$ cat src/rtl/mc_control_unit_pkg.sv
// Shared encodings for the multi-cycle controller: FSM states, opcodes,
// ALU operation selects and ALU B-operand selects.
package mc_control_unit_pkg;

  localparam int MC_OPW = 4;
  localparam int MC_ACW = 3;

  typedef enum logic [3:0] {
    S_FETCH    = 4'd0,
    S_DECODE   = 4'd1,
    S_EXECUTE  = 4'd2,
    S_ALUWB    = 4'd3,
    S_MEMADR   = 4'd4,
    S_MEMREAD  = 4'd5,
    S_MEMWB    = 4'd6,
    S_MEMWRITE = 4'd7,
    S_BRANCH   = 4'd8,
    S_HALT     = 4'd9
  } state_t;

  localparam logic [3:0] OP_ADDI = 4'h8;
  localparam logic [3:0] OP_LDR  = 4'h9;
  localparam logic [3:0] OP_STR  = 4'hA;
  localparam logic [3:0] OP_B    = 4'hB;
  localparam logic [3:0] OP_BEQ  = 4'hC;
  localparam logic [3:0] OP_BNE  = 4'hD;
  localparam logic [3:0] OP_CMP  = 4'hE;
  localparam logic [3:0] OP_HALT = 4'hF;

  localparam logic [2:0] ALU_ADD   = 3'b000;
  localparam logic [2:0] ALU_SUB   = 3'b001;
  localparam logic [2:0] ALU_AND   = 3'b010;
  localparam logic [2:0] ALU_ORR   = 3'b011;
  localparam logic [2:0] ALU_XOR   = 3'b100;
  localparam logic [2:0] ALU_LSL   = 3'b101;
  localparam logic [2:0] ALU_LSR   = 3'b110;
  localparam logic [2:0] ALU_PASSB = 3'b111;

  localparam logic [1:0] SRCB_REG = 2'b00;
  localparam logic [1:0] SRCB_ONE = 2'b01;
  localparam logic [1:0] SRCB_IMM = 2'b10;

endpackage

$ cat src/rtl/mc_control_unit_alu_decoder.sv
// Combinational map from (state, opcode) to ALU operation and B-operand select.
module mc_alu_decoder
  import mc_control_unit_pkg::*;
#(
  parameter int OPW = MC_OPW,
  parameter int ACW = MC_ACW
) (
  input  state_t         state,
  input  logic [OPW-1:0] opcode,
  output logic [ACW-1:0] alu_control,
  output logic [1:0]     alu_src_b
);

  always_comb begin
    alu_control = ALU_ADD;
    alu_src_b   = SRCB_ONE;
    case (state)
      // DECODE precomputes the branch target; MEMADR forms base + offset
      S_DECODE, S_MEMADR: alu_src_b = SRCB_IMM;
      S_EXECUTE: begin
        alu_src_b = SRCB_REG;
        if (!opcode[OPW-1])        alu_control = opcode[ACW-1:0];
        else if (opcode == OP_ADDI) alu_src_b  = SRCB_IMM;
        else if (opcode == OP_CMP)  alu_control = ALU_SUB;
      end
      default: ;
    endcase
  end

endmodule

$ cat src/rtl/mc_control_unit.sv
// Multi-cycle controller: sequences fetch/decode/execute/memory/writeback,
// drives datapath selects and write enables, and holds the architectural flags.
module mc_control_unit
  import mc_control_unit_pkg::*;
#(
  parameter int OPW = MC_OPW,
  parameter int ACW = MC_ACW
) (
  input  logic           clk,
  input  logic           reset,
  input  logic [OPW-1:0] opcode,
  input  logic           mem_ready,
  input  logic           c,
  input  logic           v,
  input  logic           n,
  input  logic           z,
  output logic [ACW-1:0] alu_control,
  output logic           alu_src_a,
  output logic [1:0]     alu_src_b,
  output logic           pc_src,
  output logic           i_or_d,
  output logic           wd_sel,
  output logic           pc_write,
  output logic           ir_write,
  output logic           mem_write,
  output logic           reg_write,
  output logic [3:0]     flags_q,
  output logic           halted
);

  state_t state;
  state_t out_state;
  logic   taken;

  always_ff @(posedge clk) begin
    if (!reset) begin
      state   <= S_FETCH;
      flags_q <= '0;
    end else begin
      if (state == S_EXECUTE) flags_q <= {c, v, n, z};
      case (state)
        S_FETCH:    if (mem_ready) state <= S_DECODE;
        S_DECODE: begin
          if (!opcode[OPW-1] || opcode == OP_ADDI || opcode == OP_CMP)
            state <= S_EXECUTE;
          else if (opcode == OP_LDR || opcode == OP_STR)
            state <= S_MEMADR;
          else if (opcode == OP_HALT)
            state <= S_HALT;
          else
            state <= S_BRANCH;
        end
        S_EXECUTE:  state <= (opcode == OP_CMP) ? S_FETCH : S_ALUWB;
        S_ALUWB:    state <= S_FETCH;
        S_MEMADR:   state <= (opcode == OP_LDR) ? S_MEMREAD : S_MEMWRITE;
        S_MEMREAD:  if (mem_ready) state <= S_MEMWB;
        S_MEMWB:    state <= S_FETCH;
        S_MEMWRITE: if (mem_ready) state <= S_FETCH;
        S_BRANCH:   state <= S_FETCH;
        S_HALT:     state <= S_HALT;
        default:    state <= S_FETCH;
      endcase
    end
  end

  // While reset is held, outputs show FETCH values regardless of the
  // (possibly mid-instruction) state register.
  assign out_state = reset ? state : S_FETCH;

  mc_alu_decoder #(.OPW(OPW), .ACW(ACW)) u_alu_dec (
    .state       (out_state),
    .opcode      (opcode),
    .alu_control (alu_control),
    .alu_src_b   (alu_src_b)
  );

  // Branch resolution looks only at the registered Z flag.
  always_comb begin
    case (opcode)
      OP_B:    taken = 1'b1;
      OP_BEQ:  taken = flags_q[0];
      OP_BNE:  taken = !flags_q[0];
      default: taken = 1'b0;
    endcase
  end

  always_comb begin
    alu_src_a = 1'b0;
    pc_src    = 1'b0;
    i_or_d    = 1'b0;
    wd_sel    = 1'b0;
    pc_write  = 1'b0;
    ir_write  = 1'b0;
    mem_write = 1'b0;
    reg_write = 1'b0;
    halted    = 1'b0;
    case (out_state)
      // FETCH is the only state reachable from out_state under reset
      S_FETCH: begin
        pc_write = reset & mem_ready;
        ir_write = reset & mem_ready;
      end
      S_EXECUTE, S_MEMADR: alu_src_a = 1'b1;
      S_ALUWB:    reg_write = 1'b1;
      S_MEMREAD:  i_or_d = 1'b1;
      S_MEMWB: begin
        reg_write = 1'b1;
        wd_sel    = 1'b1;
      end
      S_MEMWRITE: begin
        i_or_d    = 1'b1;
        mem_write = 1'b1;
      end
      S_BRANCH: begin
        pc_src   = 1'b1;
        pc_write = taken;
      end
      S_HALT:     halted = 1'b1;
      default: ;
    endcase
  end

endmodule

$ cat config.mk
export PLATFORM = sky130hd
export DESIGN_NAME = mc_control_unit
export DESIGN_NICKNAME = d
export VERILOG_FILES = /design/src/rtl/mc_control_unit_pkg.sv /design/src/rtl/mc_control_unit_alu_decoder.sv /design/src/rtl/mc_control_unit.sv
export SDC_FILE = /design/constraint.sdc
export NUM_CORES = 1
export LEC_CHECK = 0
export BUFFER_PORTS_ARGS = -buffer_cell sky130_fd_sc_hd__buf_2
export CAP_MARGIN = 20
export CORE_MARGIN = 5
export CORE_UTILIZATION = 40
export CTS_BUF_LIST = sky130_fd_sc_hd__clkbuf_8 sky130_fd_sc_hd__clkbuf_16
export DETAILED_ROUTE_END_ITERATION = 10
export GPL_TIMING_DRIVEN = 0
export PLACE_DENSITY = 0.66
export SYNTH_ARGS = -nofsm -noshare
export SYNTH_HDL_FRONTEND = slang
export SYNTH_SLANG_ARGS = --single-unit
$ cat constraint.sdc
create_clock -name clk -period 4.22 [get_ports clk]
set_input_delay 1.055 -clock clk [delete_from_list [all_inputs] [get_ports clk]]
set_output_delay 1.055 -clock clk [all_outputs]
set_load 0.02 [all_outputs]
* Word level (Yosys, flattened, before mapping)
Cells that the tools add are included.
** Storage, ports and cells
- Bits in registers :: 8
- Logic and storage cells :: 68
- Input port bits :: 11
- Output and inout bits :: 18
** Cells by class
- Eq/ne operators :: 26
- Bitwise logic cells :: 1
- Muxes and demuxes :: 27
- Reduce and logical (&&, ||, !) cells :: 12
** Operator list (count)
- $eq A4 B4 Y1 const B :: 11
- $eq A4 B3 Y1 const B :: 7
- $pmux W4 S7 :: 1
- $mux W4 :: 6
- $eq A4 B2 Y1 const B :: 3
- $mux W1 :: 10
- $mux W3 :: 3
- $eq A4 B1 Y1 const B :: 2
- $logic_not A4 Y1 :: 2
- $mux W2 :: 4
- $reduce_or A2 Y1 :: 4
- $ne A2 B2 Y1 const B :: 3
- $pmux W2 S2 :: 1
- $logic_or A1 B1 Y1 :: 3
- $pmux W1 S3 :: 1
- $reduce_and A3 Y1 :: 1
- $logic_not A1 Y1 :: 2
- $pmux W1 S2 :: 1
- $and A1 B1 Y1 :: 1

* Depth between registers and ports, before layout
Gate-level depths: netlist of run 1.
- Depth in word-level cells :: 5
- Depth in mapped cells :: 5
- Depth with buffers taken out :: 4

* By module
A second synthesis of run 1 with hierarchy kept.
** Unflattened totals
- Cells, all modules :: 97
- Area, all modules :: 743.2 um2
** Modules (own cells, without submodules)
- mc_control_unit :: instances 1, cells an instance 87, seq. area each 160.2 um2, area an instance 656.9 um2
- mc_alu_decoder :: instances 1, cells an instance 10, seq. area each 0.0 um2, area an instance 86.3 um2

* Worst setup path before layout of run 1
No wires, ideal clock.
- Path type :: input to output
- Start :: input port opcode[1]
- End :: output port alu_src_b[1]
- Stages on the path :: 5
- Path slack :: 1.059 ns
- Data required time :: 3.165 ns
- Arrival :: 2.106 ns
- Buffers on the path :: 1
- Cells stage by stage :: buf_2 -> nor2_1 -> or4b_1 -> a21oi_1 -> o21a_1
** On the way
- Longest elaborated chain between the ends :: 4
** Ends and longest elaborated chain
- start, declared :: line mc_control_unit.sv:11 : input logic [OPW-1:0] opcode,
- $eq A4 B4 Y1 :: line mc_control_unit_alu_decoder.sv:23 : else if (opcode == OP_ADDI) alu_src_b = SRCB_IMM;
- $mux W2 :: line mc_control_unit_alu_decoder.sv:23
- $mux W2 :: line mc_control_unit_alu_decoder.sv:22 : if (!opcode[OPW-1]) alu_control = opcode[ACW-1:0];
- $pmux W2 S2 :: line mc_control_unit_alu_decoder.sv:17 : case (state)
- end, declared :: line mc_control_unit.sv:19 : output logic [1:0] alu_src_b,
No other way between the ends.

* Worst setup path after layout of run 1
Same ends and word-level chain as after synthesis.

==> reports/metrics.yaml, run 1 <==
placed_design:
  io_buffers: 25
  dp_cells: 135
  pre_cts_ws_ns: 0.964
  dp_hpwl_um: 1310
  globalplace.congestion: 0.870
detailed_routing:
  drtIter0Drc: 18
  vias: 754
  routed-wl-met3_um: 110
  wl_met2_um: 811
  wl_met1_um: 797
  top_layer_used: "met4"
  via_per_inst: 5.46
  antenna_left: 0
  drc: 0
  first_pass_iters: 4
  wl_per_cell_um: 12.6
  wirelength_um: 1730
clock_tree:
  cts_sinks: 8
  cts-buffers-inserted: 3
  cts_setup_buffers: 0
  clk-insertion-delay-late_ns: 0.22
  ctsResizeCount: 0
  path_clk_slew_ns: 0.04
  cts_root_buf: "clkbuf_8"
  cts_tree: "built"
  cts_hold_buf: 0
  h-tree-depth: 1
  clockBufferDepth: 2
final_layout:
  antenna_cells: 0
  area_growth_pct: 27.0
  fin_nets: 134
  stdcell_count: 138
  drive_gt1_frac: 0.281
synthesis:
  yosys.area.top_type: "dfxtp_1"
  ys_warn_count: 0
  synth.top_cell.area_share: 0.231
  syn_area_um2: 694
  yosysSeqAreaShare: 0.231
  synth-seq-cells: 8
  netlist_instances: 93
  synth_edf_count: 0
  avgSynthCellArea_um2: 7.47
  syn_nets: 104
  ys.flop_type: "dfxtp_1"
  synthTopCellsByArea: "dfxtp_1, nor2b_1, mux2i_1"
  async_flop_share: 0
  yosysUniqueCellTypes: 36
timing:
  fin_setup_tns_ns: 0
  period_share: 0.777
  slew_viol_final: 0
  fmax_ghz: 0.305
  fin_ws_ns: 0.942
  worst_pin_slew_ns: 0.463
  rsz0062_at_grt: "no"
  hold_violations: 0
  finClkSkew_ns: 0.000798
  slew_headroom: 0.691
  min_period_ns: 3.28
  finalSetupViolCount: 0
  hold_ws_ns: 0.517
floorplanning:
  die_h_um: 51.7
  fp.coreArea_mm2: 0.00169
  rows: 15
  ioPinCount: 29
  dieWidth_um: 51.7
  dieArea_mm2: 0.00267
  start_util: 0.411
global_routing:
  grt_max_degree: 11
  antenna_found_initial: 0
  grt_util_all_layers: 0.142
  overflow: 0
  grt_pass1_wl_um: 2920
  grt_pass1_vias: 668
power_and_ir_drop:
  peakVddDrop_v: 0.000228
  p_leak_nw: 0.373
  powerDensity_mw_per_mm2: 302
  power.total_uw: 267
worst_setup_path:
  critPathLaunchType: "input pin"
  critPathRequiredTime_ns: 3.16
  cp_max_fo: 8
  critPathArrivalTime_ns: 2.22
  worstSetupEndpointType: "output port"
  setup.worst_path.class: "in2out"
run_status:
  status: "finished, final reports clean"
run:
  max_cap_viol_count: 0
worst_hold_path:
  hp-class: "reg2reg"
[layout make-up]
class	count	area [um^2]
Timing Repair Buffer	25	125
Sequential cell	8	160
Buffer	8	38.8
Inverter	3	11.3
Tap cell	17	21.3
Multi-Input combinational cell	74	484
Fill cell	171	807
Clock buffer	3	41.3
[final timing paths]
path | start | endpoint | slack, ns | depth (start not counted)
worst min-delay path | flags_q[1] | flags_q[1] | 0.52 | 2
worst max-delay path | opcode[1] | alu_src_b[1] | 0.94 | 6
worst min register to register | flags_q[1] | flags_q[1] | 0.52 | 2
worst max register to register | state[1] | state[1] | 2.84 | 4
[kinds of logic (layout without fill, tap and decap cells)]
group / count (synthesis) / count (layout) / share of synthesized area
flops: 8 / 8 / 0.231
simple gates: 45 / 45 / 0.398
buf+inv: 11 / 39 / 0.0721
mux: 4 / 4 / 0.0577
compound gates: 22 / 22 / 0.204
xor+xnor: 3 / 3 / 0.0378
[per-stage QoR]
step                       util  cell area [um^2]
after detailed placement  0.498               841
after global placement    0.498               841
after floorplan               -               694
after CTS                 0.522               882
final                     0.522               882
after global routing      0.522               882
[flip-flops by register name, indices dropped and copies added, names as in the netlist]
register	cells
flags_q	4
state	4
[synthesized netlist by cell type (all sizes together) (2+ instances only)]
| cell | number |
|---|---|
| mux2i | 4 |
| nor2b | 7 |
| xnor2 | 2 |
| a21oi | 5 |
| dfxtp | 8 |
| nor3b | 5 |
| buf | 4 |
| and2 | 2 |
| o22ai | 3 |
| nor3 | 4 |
| o21ai | 4 |
| inv | 3 |
| nand2b | 6 |
| a31oi | 2 |
| a211oi | 2 |
| nand2 | 7 |
| nor2 | 6 |
| clkbuf | 4 |
[critical path, stage by stage]
cell and delay (ns):
buf_2 0.14, nor2_1 0.14, or4b_1 0.45, a21oi_1 0.16, o21a_1 0.12, buf_2 0.15
[report_power, final]
part	internal, mW	leakage (nW)	total (mW)	switching, mW
clock	0.0615	0.0216	0.0889	0.0274
sequential	0.0815	0.0650	0.0881	0.00668
combinational	0.0362	0.287	0.0896	0.0534
[routing by layer]
layer / global-route usage / vias up
met4: 0.0306 / 0
met2: 0.218 / 20
li1: - / 392
met3: 0.0544 / 2
met1: 0.187 / 340
met5: 0 / -
[cells in the final DEF (no fill, tap or decap), types with 2 or more instances in the layout]
cell      count
a211oi_1      2
a21oi_1       5
a31oi_1       2
and2_1        2
buf_2        28
clkbuf_1      3
clkbuf_8      3
dfxtp_1       8
inv_1         3
mux2i_1       4
nand2_1       7
nand2b_1      6
nor2_1        6
nor2b_1       7
nor3_1        3
nor3b_1       5
o21ai_0       4
o22ai_1       3
xnor2_1       2
(Power assumes the default switching activity.)
==> run 2, diff against run 1 <==
Settings changed: ABC_AREA set to 1, PLACE_DENSITY 0.66 to 0.69.
Clock period 4.22 ns to 2.9 ns, I/O delays scaled along.
==> run 2 against run 1 <==
Against the previous run: routed wire length rose by 3.8%; global-route usage is 0.31 points higher; clock power is 47% higher; register-to-register slack worse by 1.2 ns; count of clock-buffer cells in the layout is the same; cell count is 25% higher; non-clock buffer count fell by 4; sequential power grew 86%; die area fell by 1.4%; flip-flop and latch count is the same; via count rose by 9.5%; critical path type unchanged.
==> reports/metrics.yaml, run 2 <==
synthesis:
  yosysSeqAreaShare: 0.235  # was 0.231
  synth-seq-cells: 8  # unchanged
  syn_area_um2: 682  # was 694 um^2
  yosys.area.top_type: "dfxtp_1"  # unchanged
  synth.most_common_cell: "nand2_1"  # was dfxtp_1
  synth_common_cells: "nand2_1, nor2_1, inv_1, nand3_1, dfxtp_1"  # was dfxtp_1, nand2_1, nor2b_1, nand2b_1, nor2_1
  synth.top_cell.area_share: 0.235  # was 0.231
  ys_warn_count: 0  # unchanged
  synth_edf_count: 0  # unchanged
  avgSynthCellArea_um2: 5.46  # was 7.47 um^2
  ys.flop_type: "dfxtp_1"  # unchanged
  async_flop_share: 0  # unchanged
  synthTopCellsByArea: "dfxtp_1, nand2_1, nor2_1"  # was dfxtp_1, nor2b_1, mux2i_1
  syn_nets: 136  # was 104
  yosysUniqueCellTypes: 19  # was 36
  netlist_instances: 125  # was 93
clock_tree:
  cts-buffers-inserted: 3  # unchanged
  cts_hold_buf: 0  # unchanged
  h-tree-depth: 1  # unchanged
  clockBufferDepth: 2  # unchanged
  clk-insertion-delay-late_ns: 0.23  # was 0.22 ns
  cts_sinks: 8  # unchanged
  cts_root_buf: "clkbuf_8"  # unchanged
  path_clk_slew_ns: 0.04  # about the same
  cts_setup_buffers: 0  # unchanged
  cts_tree: "built"  # unchanged
  ctsResizeCount: 0  # unchanged
worst_setup_path:
  path_cells: "buf_2 -> buf_4 -> inv_1 -> nor3_1 -> a31oi_1 -> o21ai_1 -> buf_2"  # was buf_2 -> nor2_1 -> or4b_1 -> a21oi_1 -> o21a_1 -> buf_2
  setup.worst_path.class: "in2out"  # unchanged
  critPathLaunchType: "input pin"  # unchanged
  crit_buf_inv: 4  # was 2
  critPathArrivalTime_ns: 1.73  # was 2.22 ns
  critPathRequiredTime_ns: 2.17  # was 3.16 ns
  critPathSlowestCell: "nor3_1"  # was or4b_1
  worst_path_dominant_cell_family: "buffers and inverters"  # was simple AND/OR/NAND/NOR gates
  worstSetupEndpointType: "output port"  # unchanged
  cpMostUsedCell: "buf_2"  # unchanged
  cpPeakStageDelay_ns: 0.28  # was 0.45 ns
  cp_max_fo: 10  # was 8
detailed_routing:
  antenna_left: 0  # unchanged
  drc: 0  # unchanged
  wirelength_um: 1800  # was 1730 um
  via_per_inst: 4.77  # was 5.46
  vias: 826  # was 754
  wl_per_cell_um: 10.4  # was 12.6 um
  first_pass_iters: 4  # unchanged
  drtIter0Drc: 10  # was 18
global_routing:
  overflow: 0  # unchanged
  grt_pass1_wl_um: 2930  # was 2920 um
  antenna_found_initial: 0  # unchanged
  grt_pass1_vias: 737  # was 668
  grt_max_degree: 11  # unchanged
  grt_util_all_layers: 0.145  # was 0.142
timing:
  min_period_ns: 2.46
  hold_ws_ns: 0.470  # was 0.517 ns
  rsz0062_at_grt: "no"  # unchanged
  period_share: 0.848
  fmax_ghz: 0.407
  worst_pin_slew_ns: 0.262  # was 0.463 ns
  hold_violations: 0  # unchanged
  slew_headroom: 0.824  # was 0.691
  finClkSkew_ns: 0.00480  # was 0.000798 ns
  fin_setup_tns_ns: 0  # unchanged
  slew_viol_final: 0  # unchanged
  finalSetupViolCount: 0  # unchanged
floorplanning:
  ioPinCount: 29  # unchanged
  fp.coreArea_mm2: 0.00167  # was 0.00169 mm^2
  start_util: 0.408  # was 0.411
  die_h_um: 51.3  # was 51.7 um
  dieWidth_um: 51.3  # was 51.7 um
  dieArea_mm2: 0.00263  # was 0.00267 mm^2
  rows: 15  # unchanged
final_layout:
  multi_input_area_um2: 435  # was 484 um^2
  mostFrequentLayoutCell: "nand2_1"  # was buf_2
  reg.largest.list: "flags_q: 4 flops, state: 4 flops"  # unchanged
  regArea_um2: 160  # unchanged
  n_fill_cell: 179  # was 171
  layout_common_cells: "nand2_1, buf_2, nor2_1, inv_1, nand3_1"  # was buf_2, dfxtp_1, nor2b_1, nand2_1
  drive_gt1_frac: 0.288  # was 0.281
  area_growth_pct: 29.7  # was 27.0%
  fin_nets: 169  # was 134
  antenna_cells: 0  # unchanged
placed_design:
  globalplace.congestion: 0.844  # was 0.870
  dp_hpwl_um: 1480  # was 1310 um
  io_buffers: 28  # was 25
worst_hold_path:
  hp-class: "reg2reg"  # unchanged
power_and_ir_drop:
  p_clk_frac: 0.219  # was 0.333
  p_leak_nw: 0.519  # was 0.373 nW
  power.total_uw: 597  # was 267 uW
  p_int_uw: 324  # was 179 uW
  peakVddDrop_v: 0.000398  # was 0.000228 V
  comb_power_share: 0.507  # was 0.336
  seqPwrFrac: 0.274  # was 0.331
  sw_frac_of_total: 0.457  # was 0.328
  power_switching_uw: 273  # was 87.4 uW
  powerDensity_mw_per_mm2: 675  # was 302 mW/mm^2
run_status:
  status: "finished, final reports clean"  # unchanged
run:
  max_cap_viol_count: 0  # unchanged
run 2: cell count changes after synthesis, sizes merged, moves of 5 or more:
cell,delta
nand2,+28
nor2,+24
inv,+18
nand3,+9
nor2b,-7
nand2b,-6
nor3,+5
nor3b,-5
run 2: worst paths after layout:
kind	startpoint	endpoint	slack, ns	depth (start not counted)
setup reg to reg	state[2]	state[0]	1.68	7
hold reg to reg	flags_q[3]	flags_q[3]	0.47	2
hold / removal	flags_q[3]	flags_q[3]	0.47	2
setup / recovery	reset	alu_src_b[1]	0.44	7
run 2: per-stage QoR:
| stage | setup WS (ns) | area, um^2 | util | std cells |
|---|---|---|---|---|
| floorplan | 0.367 | 682 | - | 125 |
| global placement | 0.461 | 843 | 0.505 | 170 |
| detailed placement | 0.442 | 843 | 0.505 | 170 |
| CTS | 0.439 | 885 | 0.530 | 173 |
| global route | 0.279 | 885 | 0.530 | 173 |
| finish | 0.442 | 885 | 0.530 | 173 |
run 2: cell type report:
| class | count | area share |
|---|---|---|
| multi-input combinational | 95 | 0.492 |
| buffer | 1 | 0.00849 |
| clock buffer | 3 | 0.0467 |
| tap | 17 | 0.0240 |
| sequential | 8 | 0.181 |
| inverter | 21 | 0.0891 |
| timing repair buffer | 28 | 0.158 |
run 2: routing by layer:
layer / up-vias / part of all wire / track usage
met4: 0 / 0.0033 / 0.0655
met3: 2 / 0.060 / 0.0233
met1: 350 / 0.45 / 0.174
met5: - / 0 / 0
li1: 453 / - / -
met2: 21 / 0.49 / 0.251
run 2: cell families after synthesis:
logic type	Yosys count	share of synthesized area
flops	8	0.235
simple gates	85	0.552
compound gates	10	0.0862
buf+inv	22	0.127
run 2: power by group through the flow:
stage	registers (mW)	logic [mW]	clock network [mW]
floorplan	0.174	0.214	0
global placement	0.165	0.302	0
CTS	0.163	0.305	0.136
detailed placement	0.164	0.304	0
global route	0.166	0.340	0.144
finish	0.164	0.303	0.131
run 2: tightest hold or removal path, cell delays in order, from the launching register on:
cell and delay [ns]:
dfxtp_1 0.31, nor2_1 0.04, nor2_1 0.08
